File: src/rtl/bcd_div11_seq.sv
// rtl/bcd_div11_seq.sv - serial BCD frame loader computing the frame value mod 11
module bcd_div11_seq #(
    parameter int NUM_DIGITS = 4
) (
    input  logic       clk,
    input  logic       rst_n,
    input  logic       start,
    input  logic       abort,
    input  logic [3:0] digit_in,
    input  logic       digit_valid,
    output logic       digit_ready,
    output logic       busy,
    output logic       done,
    output logic       divisible,
    output logic [3:0] remainder,
    output logic       bcd_err
);
    localparam int CW = $clog2(NUM_DIGITS + 1);
    localparam logic [CW-1:0] LAST = CW'(NUM_DIGITS - 1);

    typedef enum logic [1:0] {IDLE, LOAD, REPORT} state_t;

    state_t        state;
    logic [3:0]    acc;
    logic [CW-1:0] count;
    logic          err_acc;

    logic       digit_bad;
    logic [3:0] digit_eff;
    logic [4:0] sum;
    logic [3:0] acc_next;
    logic       err_next;
    logic       transfer;

    // Shifting in a digit multiplies by 10 == -1 mod 11, so acc' = digit - acc.
    always_comb begin
        digit_bad = (digit_in > 4'd9);
        digit_eff = digit_bad ? (digit_in & 4'h7) : digit_in;
        sum       = {1'b0, digit_eff} + 5'd11 - {1'b0, acc};
        if (sum >= 5'd11) acc_next = 4'(sum - 5'd11);
        else              acc_next = sum[3:0];
        err_next  = err_acc | digit_bad;
        transfer  = digit_valid & (state == LOAD) & ~abort;
    end

    assign digit_ready = (state == LOAD);
    assign busy        = (state != IDLE);

    always_ff @(posedge clk or negedge rst_n) begin
        if (!rst_n) begin
            state     <= IDLE;
            acc       <= 4'd0;
            count     <= '0;
            err_acc   <= 1'b0;
            done      <= 1'b0;
            divisible <= 1'b0;
            remainder <= 4'd0;
            bcd_err   <= 1'b0;
        end else begin
            done <= 1'b0;
            case (state)
                IDLE: begin
                    if (start) begin
                        state   <= LOAD;
                        acc     <= 4'd0;
                        count   <= '0;
                        err_acc <= 1'b0;
                    end
                end
                LOAD: begin
                    if (abort) begin
                        state <= IDLE;
                    end else if (transfer) begin
                        acc     <= acc_next;
                        err_acc <= err_next;
                        count   <= count + CW'(1);
                        if (count == LAST) begin
                            state     <= REPORT;
                            remainder <= acc_next;
                            bcd_err   <= err_next;
                            divisible <= (acc_next == 4'd0) & ~err_next;
                            done      <= 1'b1;
                        end
                    end
                end
                REPORT: state <= IDLE;
                default: state <= IDLE;
            endcase
        end
    end
endmodule
File: config.mk
export PLATFORM = sky130hd
export DESIGN_NAME = bcd_div11_seq
export DESIGN_NICKNAME = d
export VERILOG_FILES = /design/src/rtl/bcd_div11_seq.sv
export SDC_FILE = /design/constraint.sdc
export NUM_CORES = 1
export LEC_CHECK = 0
export ABC_AREA = 1
export CAP_MARGIN = 20
export CORE_MARGIN = 3
export CORE_UTILIZATION = 31
export DETAILED_ROUTE_END_ITERATION = 12
export GPL_ROUTABILITY_DRIVEN = 0
export PLACE_DENSITY = 0.51
export SLEW_MARGIN = 15
export SYNTH_ARGS = -nofsm -noshare
export SYNTH_HDL_FRONTEND = slang
export SYNTH_SLANG_ARGS = --single-unit
File: constraint.sdc
create_clock -name clk -period 5.8 [get_ports clk]
set_clock_uncertainty 0.05 [all_clocks]
set_input_delay 1.16 -clock clk [delete_from_list [all_inputs] [get_ports clk]]
set_output_delay 1.16 -clock clk [all_outputs]
set_load 0.02 [all_outputs]
=== Word level (Yosys, flattened, before mapping) ===
Cells that the tools add are included.

* Multiplexer cells: 23
* Bitwise logic cells: 6
* Equal/unequal tests: 7
* Reduce and logical (&&, ||, !) cells: 7
* Order comparisons: 2
* Add/subtract/negate cells: 4

{| class="wikitable"
|+ Operator list
! operator !! count
|-
| 4-bit 2-to-1 mux || 5
|-
| 3-bit 2-to-1 mux || 3
|-
| 2-bit 2-to-1 mux || 4
|-
| 4-bit one-hot mux with 2 select lines || 1
|-
| 4-bit AND reduction || 2
|-
| 1-bit 2-to-1 mux || 7
|-
| 3-bit by 2-bit != test with 1-bit output, second input constant || 2
|-
| 3-bit one-hot mux with 2 select lines || 1
|-
| 4-bit by 4-bit adder with 5-bit output, second input constant || 1
|-
| 5-bit by 4-bit greater-or-equal comparator with 1-bit output, second input constant || 1
|-
| 5-bit by 4-bit subtractor with 5-bit output || 1
|-
| 4-bit greater-than comparator, second input constant || 1
|-
| 4-bit zero test || 1
|-
| 2-bit != test, second input constant || 2
|-
| 2-bit one-hot mux with 2 select lines || 1
|-
| 2-bit nonzero test || 2
|-
| 4-bit subtractor, second input constant || 1
|-
| 3-bit by 1-bit adder with 3-bit output, second input constant || 1
|-
| 1-bit AND || 3
|-
| 3-bit by 2-bit equality test with 1-bit output, second input constant || 1
|-
| 3-bit AND reduction || 1
|-
| 2-bit by 1-bit equality test with 1-bit output, second input constant || 1
|-
| 2-bit zero test || 1
|-
| 2-bit by 1-bit != test with 1-bit output, second input constant || 1
|-
| other kinds (3) || 4
|}

* Bits of input ports: 9
* Logic and storage cells: 57
* Output and inout bits: 9
* Register bits: 17

=== Longest topological paths before layout ===
Gate-level depths: netlist of run 1.

* Depth after elaboration: 9
* Mapped depth: 15

=== Worst setup path after synthesis of run 1 ===
No wires, ideal clock.

* Path type: in2reg
* Start point: input port digit_in[1]
* End point: register acc[2]
* Setup time: 0.121 ns
* Required time: 5.629 ns
* Data arrival time: 2.841 ns
* Stages on the path: 10
* Slack: 2.788 ns
* Path buffers: 0
* Cells stage by stage: ha_1 ha_1 inv_1 fa_1 nand2_1 o21ai_4 nand3_4 nand2_1 nand2_2 a22o_1

* Word-level cells in the longest chain between the ends: 9

{| class="wikitable"
|+ RTL lines
! item !! line !! text
|-
| start: declaration || 9 || <nowiki>input logic [3:0] digit_in,</nowiki>
|-
| 4-bit greater-than comparator || 37 || <nowiki>digit_bad = (digit_in > 4'd9);</nowiki>
|-
| 4-bit 2-to-1 mux (*) || 38 || <nowiki>digit_eff = digit_bad ? (digit_in & 4'h7) : digit_in;</nowiki>
|-
| 4-bit by 4-bit adder with 5-bit output (*) || 39 || <nowiki>sum = {1'b0, digit_eff} + 5'd11 - {1'b0, acc};</nowiki>
|-
| 5-bit by 4-bit subtractor with 5-bit output (*) || 39 ||
|-
| 5-bit by 4-bit greater-or-equal comparator with 1-bit output || 40 || <nowiki>if (sum >= 5'd11) acc_next = 4'(sum - 5'd11);</nowiki>
|-
| 4-bit 2-to-1 mux (*) || 40 ||
|-
| 4-bit 2-to-1 mux (*) || 73 || <nowiki>end else if (transfer) begin</nowiki>
|-
| 4-bit 2-to-1 mux (*) || 71 || <nowiki>if (abort) begin</nowiki>
|-
| 4-bit one-hot mux with 2 select lines (*) || 61 || <nowiki>case (state)</nowiki>
|-
| end signal: assignment || 74 || <nowiki>acc <= acc_next;</nowiki>
|-
| end: declaration || 24 || <nowiki>logic [3:0] acc;</nowiki>
|}

Mark *: on every way between the ends. The rest lies on a longest branch, timed or not. The select of a mux whose other input is x is not followed.
A chain may end at the register's enable or synchronous reset.

=== Final worst setup path of run 1 ===
* Start point: input port digit_in[1]
* End point: register acc[1]

The elaborated chain is that of the path after synthesis.

==> summary.md, run 1 <==
| Metric | Value |
|---|---|
| Asr flop ratio synth | 100% |
| WHS | 439 ps |
| Worst-Margin Slew | 790 ps |
| Startpoint class of the critical path | input pin |
| I/O pins | 18 |
| CP required | 5930 ps |
| Leakage power | 0.000699 uW |
| Area growth syn-to-layout | 23.7% |
| Outcome | finished, final reports clean |
| Via density per instance | 4.56 |
| Syn Nets | 143 |
| Peak supply drop | 0.000211 V |
| Cells after synthesis | 123 |
| Post-CTS Setup Inserts | 0 |
| Number of DRC markers in iteration 0 | 30 |
| Max-slew headroom | 47.2% |
| Max-cap violations | 0 |
| RSZ-0062 raised after global routing | false |
| PortBufs | 17 |
| Unique cell type count in the Yosys netlist | 24 |
| Post-layout nets | 165 |
| CTS Sinks | 17 |
| Post-CTS Hold Fix Bufs | 0 |
| Hpwl dp | 1720 um |
| Flops & latches, synth | 17 |
| Htree depth | 1 |
| Pre-Repair DR Iteration Count | 4 |
| Pre-CTS WS | 2150 ps |
| CTS resizes | 0 |
| Pins over their slew limit | 0 |
| Fmax | 301 MHz |
| Setup TNS | 0 ps |
| Top FF cell, synth | dfrtp_1 |
| Most frequent cells in the layout | nand2_1, inv_1, dfrtp_1, clkdlybuf4s50_1, ha_1 |
| Clk pin slew, worst setup/hold paths | 100 ps |
| Post-layout worst setup margin | 2480 ps |
| Total grt overflow | 0 |
| Crit path DAT | 3450 ps |
| Core area | 3180 um2 |
| Total power | 725 uW |
| Register Area | 425 um2 |
| Seq/Total Area, Yosys | 39.8% |
| Routed len/inst | 11.2 um |
| Final min period | 3320 ps |
| Vias in the first global route | 800 |
| Antenna violations before repair | 0 |
| # DRC | 0 |
| Ys Warns | 0 |
| Number of diodes | 0 |
| Crit end category | flop |
| Final ANT Viol Nets | 0 |
| Die height | 64.7 um |
| Hold path cells | 2 |
| Hold Crit Class | flop to flop |
| Avg Cell Area, Syn | 8.69 um2 |
| Fill count | 342 |
| CTS Buf Count | 3 |
| CTS tree | yes |
| Worst skew pair latency | 290 ps |
| Vias | 858 |
| CTS max path bufs | 2 |
| Multi-input logic area | 553 um2 |
| Rows | 20 |
| R2R depth | 12 |
| Initial Util | 33.6% |
| CP Max Fanout | 4 |
| Largest net degree at the start of global routing | 18 |
| Final Setup Violations | 0 |
| Setup Crit Path Kind | input pin to flop |
| Commonest non-fill, non-tap cell in the layout | nand2_1 |
| PwrDens | 549 nW/um2 |
| Die X | 64.7 um |
| Die area | 4190 um2 |
| Post-synth EDFFs | 0 |
| Final-report hold violation count | 0 |
| Clock Tree Root | clkbuf_4 |
| First-pass GRT wire length | 3680 um |
| Cell area after synthesis | 1070 um2 |
| Share of cells above drive strength 1 | 15.3% |
| Routed WL | 2110 um |
| All-Layer GR Usage | 11.6% |
| Layout Utilization | 41.6% |
| Final period utilization | 57.3% |
report_power, final:
group	switching [uW]	internal [uW]	total (uW)
Sequential	18.8	155	174
Combinational	301	187	487
Clock	37.6	25.7	63.3
Total	357	368	725
routing by layer:
metal	up-vias	GRT usage [%]	share of wire, %
li1	431	-	-
met1	405	15.6	48
met2	18	17.0	44
met3	4	4.51	5.9
met4	0	3.96	1.3
met5	-	0	0
stage by stage:
stage,std cells,instance area [um2]
after floorplan,123,1070
after global placement,184,1290
after detailed placement,184,1290
after CTS,188,1320
after global routing,188,1320
final,188,1320
sequential cells by signal, summed over array words and instances, names as in the netlist:
signal	flops
err_acc	1
acc	4
count	3
divisible	1
remainder	4
state	2
done	1
bcd_err	1
path summary, 6_finish.rpt:
| path | start | end | slack [ps] |
|---|---|---|---|
| max | digit_in[1] | acc[1] | 2480 |
| min | remainder[0] | remainder[0] | 440 |
| max reg2reg | acc[1] | acc[1] | 3420 |
| min reg2reg | remainder[0] | remainder[0] | 440 |
| max in group asynchronous | rst_n | count[0] | 3940 |
| min in group asynchronous | rst_n | remainder[1] | 1270 |
cell usage after synthesis, types with 2 or more instances:
library cell,instances,area share (%)
nand2_1,27,9.5
inv_1,21,7.4
dfrtp_1,17,40
ha_1,10,12
nor2_1,8,2.8
nand3_1,7,3.3
nand2_2,6,3.5
o21ai_1,4,1.9
a21oi_1,3,1.4
inv_2,3,1.1
a22o_1,2,1.6
nand2_4,2,2.1
o22ai_1,2,1.2
layout make-up:
cell class / count / share of cell area (%)
clock inverters: 1 / 0.379
well taps: 44 / 4.17
repair buffers: 17 / 12.9
clock buffers: 3 / 1.70
inverters: 24 / 6.82
flip-flops and latches: 17 / 32.2
multi-input cells: 82 / 41.9
critical path, stage by stage:
cell	delay (ps)
clkdlybuf4s50_1	440
ha_1	300
ha_1	170
inv_1	60
fa_1	550
nand2_1	140
o21ai_4	220
nand3_4	100
nand2_1	70
nand2_1	70
inv_1	110
o22ai_1	80
logic make-up after synthesis:
| logic type | share of synthesized area [%] |
|---|---|
| AO/OA/AOI/OAI | 9.60 |
| buffers and inverters | 8.43 |
| AND/OR/NAND/NOR | 27.8 |
| flip-flops | 39.8 |
| adder cells (fa/ha/maj) | 13.6 |
| XOR/XNOR | 0.820 |
(Power assumes the default switching activity.)
==> run 2: changes to the inputs <==
Clock period 5.8 ns to 3.3 ns, I/O delays scaled along.
==> run 2 against run 1 <==
  * Critical path depth decreased by 1
  * Combinational power grew 73%
  * Cell count stayed put
  * Flip-flop and latch count is the same
==> summary.md, run 2 (synthesis gave the netlist of run 1 again) <==
| Metric | Value |
|---|---|
| Clock power frac | 9.0% |
| Setup Crit Path Kind | input pin to flop |
| Vias | 840 |
| CP Launch Point | digit_in[1] |
| Startpoint class of the critical path | input pin |
| CP endpoint | acc[2] |
| CP delay by family, top | adder cells |
| RSZ-0062 raised after global routing | false |
| PortBufs | 17 |
| Most frequent cells in the layout | nand2_1, inv_1, dfrtp_1, clkdlybuf4s50_1, ha_1 |
| Total power | 1260 uW |
| Core area | 3180 um2 |
| Post-CTS Hold Fix Bufs | 0 |
| Commonest non-fill, non-tap cell in the layout | nand2_1 |
| CP required | 3440 ps |
| Peak supply drop | 0.000339 V |
| Initial Util | 33.6% |
| Share of cells above drive strength 1 | 15.3% |
| Worst-path cell chain | clkdlybuf4s50_1 > ha_1 > ha_1 > inv_1 > fa_1 > nand2_1 > o21ai_4 > nand3_4 > nand2_1 > nand2_2 > a22o_1 |
| Final ANT Viol Nets | 0 |
| CTS resizes | 0 |
| Crit path DAT | 3000 ps |
| Fmax | 350 MHz |
| Die X | 64.7 um |
| Die area | 4190 um2 |
| Outcome | finished, final reports clean |
| R2R setup slack | 880 ps |
| Power Internal | 646 uW |
| Critical R2R Launch | acc[1] |
| Slowest CP cell | fa_1 |
| Combinational share of power | 66.8% |
| Routed WL | 2030 um |
| First-pass GRT wire length | 3660 um |
| Buf+Inv Stages, Crit Path | 2 |
| Htree depth | 1 |
| Clk pin slew, worst setup/hold paths | 100 ps |
| Largest net degree at the start of global routing | 18 |
| Final Setup Violations | 0 |
| Via density per instance | 4.47 |
| Vias in the first global route | 784 |
| Max-slew headroom | 48.4% |
| Hpwl dp | 1660 um |
| Die height | 64.7 um |
| CTS Sinks | 17 |
| Post-CTS Setup Inserts | 0 |
| CTS Buf Count | 3 |
| CTS max path bufs | 2 |
| CP Max Fanout | 4 |
| Pre-Repair DR Iteration Count | 4 |
| Worst skew pair latency | 290 ps |
| Hold Crit Class | flop to flop |
| PwrDens | 956 nW/um2 |
| Setup TNS | 0 ps |
| Final period utilization | 86.6% |
| Max-cap violations | 0 |
| I/O pins | 18 |
| Pins over their slew limit | 0 |
| R2R depth | 11 |
| Worst-Margin Slew | 772 ps |
| All-Layer GR Usage | 11.2% |
| Rows | 20 |
| Total grt overflow | 0 |
| Reg-to-reg critical path endpoint | acc[2] |
| Antenna violations before repair | 0 |
| Leakage power | 0.000699 uW |
| CP max stage delay | 550 ps |
| Sequential Power Share | 24.3% |
| Crit end category | flop |
| Area growth syn-to-layout | 23.7% |
| Number of diodes | 0 |
| Final min period | 2860 ps |
| Psw | 618 uW |
| Routed len/inst | 10.8 um |
| Final-report hold violation count | 0 |
| Post-layout nets | 165 |
| Number of DRC markers in iteration 0 | 40 |
| Stages on worst setup path | 11 |
| Clock Tree Root | clkbuf_4 |
| CTS tree | yes |
| Registers with the most flip-flops | acc x4, remainder x4, count x3 |
| # DRC | 0 |
| Switching Fraction | 48.9% |
## run 2: worst min-delay path by stage
stage | startpoint | to | slack (ps) | cells past startpoint
finish | remainder[0] | remainder[0] | 450 | 2
global route | count[0] | count[0] | 470 | 1
CTS | divisible | divisible | 450 | 2
detailed placement | divisible | divisible | 420 | 2
global placement | count[0] | count[0] | 410 | 1
floorplan | rst_n | acc[0] | 310 | 0
## run 2: power groups by stage
stage | logic (uW) | clock network (uW) | registers, uW
detailed placement | 846 | 0 | 311
global placement | 850 | 0 | 309
CTS | 852 | 119 | 307
global route | 948 | 134 | 315
floorplan | 601 | 0 | 343
finish | 844 | 113 | 307
## run 2: layout make-up
type / count / area (um2)
clock inverters: 1 / 5.00
well taps: 44 / 55.1
clock buffers: 3 / 22.5
repair buffers: 17 / 170
multi-input cells: 82 / 553
fillers: 336 / 1860
inverters: 24 / 90.1
flip-flops and latches: 17 / 425
## run 2: worst register-to-register path: cells and delay by family (launching register included)
| family | cells | cell delay [ps] |
|---|---|---|
| adders and majority gates | 3 | 1040 |
| DFF | 1 | 330 |
| AOI/OAI and AO/OA | 2 | 390 |
| buffers and inverters | 2 | 120 |
| and+or+nand+nor | 4 | 380 |
## run 2: stage by stage
| step | hold slack, ps | setup WS (ps) | instance area (um2) | utilization [%] | std cells |
|---|---|---|---|---|---|
| floorplan | 314 | 788 | 1070 | - | 123 |
| global placement | 415 | 144 | 1290 | 40.7 | 184 |
| detailed placement | 425 | 139 | 1290 | 40.7 | 184 |
| CTS | 452 | 435 | 1320 | 41.6 | 188 |
| global route | 470 | 309 | 1320 | 41.6 | 188 |
| finish | 446 | 442 | 1320 | 41.6 | 188 |
## run 2: metal layers
metal	part of all wire, %	global-route usage (%)	up-vias
met3	5.5	4.68	2
met4	0.49	1.58	0
li1	-	-	430
met2	44	17.4	15
met1	49	14.9	393
met5	0	0	-
==> RTL change 1: new RTL, config.mk and constraints of run 2 <==
Re-encode `state_t` (3 states) as one-hot, 3 bits wide.
--- a/src/rtl/bcd_div11_seq.sv
+++ b/src/rtl/bcd_div11_seq.sv
@@ -18,7 +18,7 @@
     localparam int CW = $clog2(NUM_DIGITS + 1);
     localparam logic [CW-1:0] LAST = CW'(NUM_DIGITS - 1);
 
-    typedef enum logic [1:0] {IDLE, LOAD, REPORT} state_t;
+    typedef enum logic [2:0] {IDLE = 3'b001, LOAD = 3'b010, REPORT = 3'b100} state_t;
 
     state_t        state;
     logic [3:0]    acc;
Function: same outputs for any inputs over 10 cycles, from zero or initial values and one cycle with rst_n low; not proved beyond that.
==> RTL change 1 against run 2 <==
- register-to-register slack better by 0.04 ns
- non-clock buffer count unchanged
- sequential cell count up 1
- die area up 0.53%
- final cell count up 1.6%
- wire length up 3.5%
- design area up 0.38%
- total power down 26%
- synthesized area up 0.59%
- worst setup slack better by 0.032 ns
- largest power group unchanged
- maximum frequency up 1.1%
- critical endpoint is now divisible$_DFFE_PN0P_
- first-iteration DRC count down 13%
- via count up 1.5%
==> RTL change 1: results (changes against run 2) <==
{| class="wikitable"
! Metric !! Value
|-
| Outcome || finished clean (unchanged)
|-
| Worst r2r path cells || 13 (was 11)
|-
| Multi-input combinational cell area || 526 um2 (was 553 um2)
|-
| Net count after synthesis || 146 (was 143)
|-
| Largest registers || acc x4, remainder x4 (was acc x4, remainder x4, count x3)
|-
| Total routing resource utilization after global routing || 11.5% (was 11.2%)
|-
| Sum of routed wire length over all layers || 2100 um (was 2030 um)
|-
| P_seq || 277 uW (was 307 uW)
|-
| Global Route met1 Usage || 15.0% (was 14.9%)
|-
| Cell variety after synth || 27 (was 24)
|-
| Post-route met1 wirelength || 1070 um (was 1000 um)
|-
| Fraction of the mapped netlist area in adder cells || 13.5% (was 13.6%)
|-
| Cell types with the highest counts after synthesis || nand2_1, inv_1, dfrtp_1, ha_1 (was nand2_1, inv_1, dfrtp_1, ha_1, nor2_1)
|-
| Vias in the first global route || 852 (was 784)
|-
| Worst reg-to-reg setup slack || 0.92 ns (was 0.88 ns)
|-
| Number of inverters outside the clock class in the layout || 26 (was 24)
|-
| Actual transition at the worst max-transition pin || 0.804 ns (was 0.772 ns)
|-
| Wire per inst || 11.0 um (was 10.8 um)
|-
| Largest net degree at the start of global routing || 19 (was 18)
|-
| Via count normalized by instance count || 4.47 (about the same)
|-
| Static Leak || 0.688 nW (was 0.699 nW)
|-
| WHS Endpoint || bcd_err$_DFFE_PN0P_ (was remainder[0]$_DFFE_PN0P_)
|-
| Final nets || 168 (was 165)
|-
| Met3 routing resource usage after global routing || 4.16% (was 4.68%)
|-
| Internal cell power || 518 uW (was 646 uW)
|-
| Clock tree cell share of total cell area || 1.98% (was 2.08%)
|-
| Detailed route wirelength on metal3 || 85 um (was 112 um)
|-
| DP Cell Count || 187 (was 184)
|-
| P per Cell Area || 702 mW/mm2 (was 956 mW/mm2)
|-
| Clk_buf instances || 4 (was 3)
|}
## RTL change 1: cell count changes after synthesis, moves of 2 or more
cell     delta
nor2_1      -2
nand2_2     -5
and2_1      +2
nand4_1     +2
o21ai_0     +3
a22o_1      -2
inv_1       +3
## RTL change 1: worst register-to-register path: cells and delay by family (launching register included)
| kind | cells | cell delay (ns) |
|---|---|---|
| adder cells (fa/ha/maj) | 3 | 1.06 |
| flip-flops | 1 | 0.33 |
| AND/OR/NAND/NOR | 8 | 0.76 |
| buffers and inverters | 2 | 0.11 |
## RTL change 1: through the flow
step	hold slack (ns)	cell area, um2	utilization, %	setup WS, ns
finish	0.448	1330	41.7	0.474
floorplan	0.314	1070	-	0.855
global placement	0.421	1300	40.9	0.187
detailed placement	0.422	1300	40.9	0.162
global route	0.472	1330	41.7	0.301
CTS	0.454	1330	41.7	0.466
==> RTL change 2: new RTL, config.mk and constraints of run 2 <==
Without the edit above. The parameter `NUM_DIGITS` goes from 4 to 8.
--- a/src/rtl/bcd_div11_seq.sv
+++ b/src/rtl/bcd_div11_seq.sv
@@ -1,6 +1,6 @@
 // rtl/bcd_div11_seq.sv - serial BCD frame loader computing the frame value mod 11
 module bcd_div11_seq #(
-    parameter int NUM_DIGITS = 4
+    parameter int NUM_DIGITS = 8
 ) (
     input  logic       clk,
     input  logic       rst_n,
Function: changed (a bounded check fails within 10 cycles, from zero or initial values and one cycle with rst_n low).
==> RTL change 2 against run 2 <==
- sequential power shrank 8.8%
- register-to-register slack worse by 0.10 ns
- via count up 6.1%
- utilization fell by 1.2 points
- worst setup slack got worse by 0.11 ns
- design area rose by 4.5%
- total power is 15% lower
- wire length up 11%
- synthesized area increased by 5.7%
- combinational power is 18% lower
- sequential cell count increased by 1
==> RTL change 2: results (changes against run 2) <==
{| class="wikitable"
! Metric !! Value
|-
| Outcome || finished clean (unchanged)
|-
| WHS Endpoint || remainder[2]$_DFFE_PN0P_ (was remainder[0]$_DFFE_PN0P_)
|-
| Largest registers || acc x4, count x4, remainder x4 (was acc x4, remainder x4, count x3)
|-
| Share of cells above drive strength 1 || 10.5% (was 15.3%)
|-
| Vias in the first global route || 900 (was 784)
|-
| First-pass DRT Iterations || 2 (was 4)
|-
| DP Cell Count || 196 (was 184)
|-
| Reg2Reg Capture Point || divisible$_DFFE_PN0P_ (was acc[2]$_DFFE_PN0P_)
|-
| Wire length of the first global-routing pass || 4070 um (was 3660 um)
|-
| Number of violations reported at the end of detailed-routing iteration 0 || 24 (was 40)
|-
| Cell variety after synth || 26 (was 24)
|-
| Instance area at placement || 0.00136 mm2 (was 0.00129 mm2)
|-
| Fraction of the mapped netlist area in adder cells || 11.7% (was 13.6%)
|-
| Cell types with the highest counts after synthesis || nand2_1, inv_1, dfrtp_1, ha_1, nand3_1 (was nand2_1, inv_1, dfrtp_1, ha_1, nor2_1)
|-
| Maximum ir drop on the vdd rail || 0.345 mV (was 0.339 mV)
|-
| Sum of routed wire length over all layers || 2250 um (was 2030 um)
|-
| Static Leak || 0.712 nW (was 0.699 nW)
|-
| Hold wc startpoint || remainder[2]$_DFFE_PN0P_ (was remainder[0]$_DFFE_PN0P_)
|-
| Largest net degree at the start of global routing || 19 (was 18)
|-
| Synth area leaders || dfrtp_1, nand2_1, ha_1 (was dfrtp_1, ha_1, nand2_1)
|-
| Xor-xnor portion of the synthesized cell area || 1.55% (was 0.820%)
|-
| Worst hold slack || 0.441 ns (was 0.446 ns)
|-
| Final HPWL from detailed placement || 1850 um (was 1660 um)
|-
| Worst slack, placed || 0.00621 ns (was 0.139 ns)
|-
| Net count after synthesis || 152 (was 143)
|-
| Number of cells produced by synthesis || 133 (was 123)
|-
| Worst r2r path cells || 12 (was 11)
|-
| Via count normalized by instance count || 4.48 (was 4.47)
|-
| Crit Path Max Fanout || 5 (was 4)
|-
| Synth Area in Compound Gates || 9.52% (was 9.60%)
|}
==> RTL change 2: layout make-up <==
| cell class | count | area, um2 | area share (%) |
|---|---|---|---|
| clock buffer | 3 | 22.5 | 1.63 |
| multi-input combinational | 91 | 589 | 42.7 |
| inverter | 24 | 90.1 | 6.53 |
| tap | 46 | 57.6 | 4.17 |
| sequential | 18 | 450 | 32.6 |
| timing repair buffer | 17 | 170 | 12.3 |
==> RTL change 2: power by group <==
group	switching (mW)	total (mW)	leakage, nW	internal [mW]
Sequential	0.0203	0.280	0.242	0.260
Combinational	0.436	0.694	0.457	0.257
Clock	0.0631	0.105	0.0138	0.0424
==> RTL change 2: metal layers <==
layer	track usage [%]	vias to the layer above	share of wire (%)
met3	3.74	2	4.0
met5	0	-	0
met2	19.5	12	48
li1	-	468	-
met1	15.6	409	48
met4	3.05	0	0.40
==> RTL change 2: critical path: stages <==
cell,delay [ns]
clkdlybuf4s50_1,0.44
ha_1,0.30
ha_1,0.18
inv_1,0.07
fa_1,0.63
nand3_1,0.11
nand2_1,0.15
nand3_2,0.14
o21ai_2,0.25
nor2_1,0.08
nand2_1,0.06
nand2_1,0.05
==> RTL change 2: worst max path at each step <==
stage / from / endpoint / slack, ns / depth (start not counted)
3_3_place_gp: digit_in[1] / divisible$_DFFE_PN0P_ / 0.08 / 12
6_report: digit_in[1] / divisible$_DFFE_PN0P_ / 0.33 / 12
2_1_floorplan: digit_in[1] / acc[1]$_DFFE_PN0P_ / 0.77 / 10
5_1_grt: digit_in[1] / divisible$_DFFE_PN0P_ / 0.20 / 12
3_5_place_dp: digit_in[1] / divisible$_DFFE_PN0P_ / 0.006 / 12
4_1_cts: digit_in[1] / divisible$_DFFE_PN0P_ / 0.32 / 12
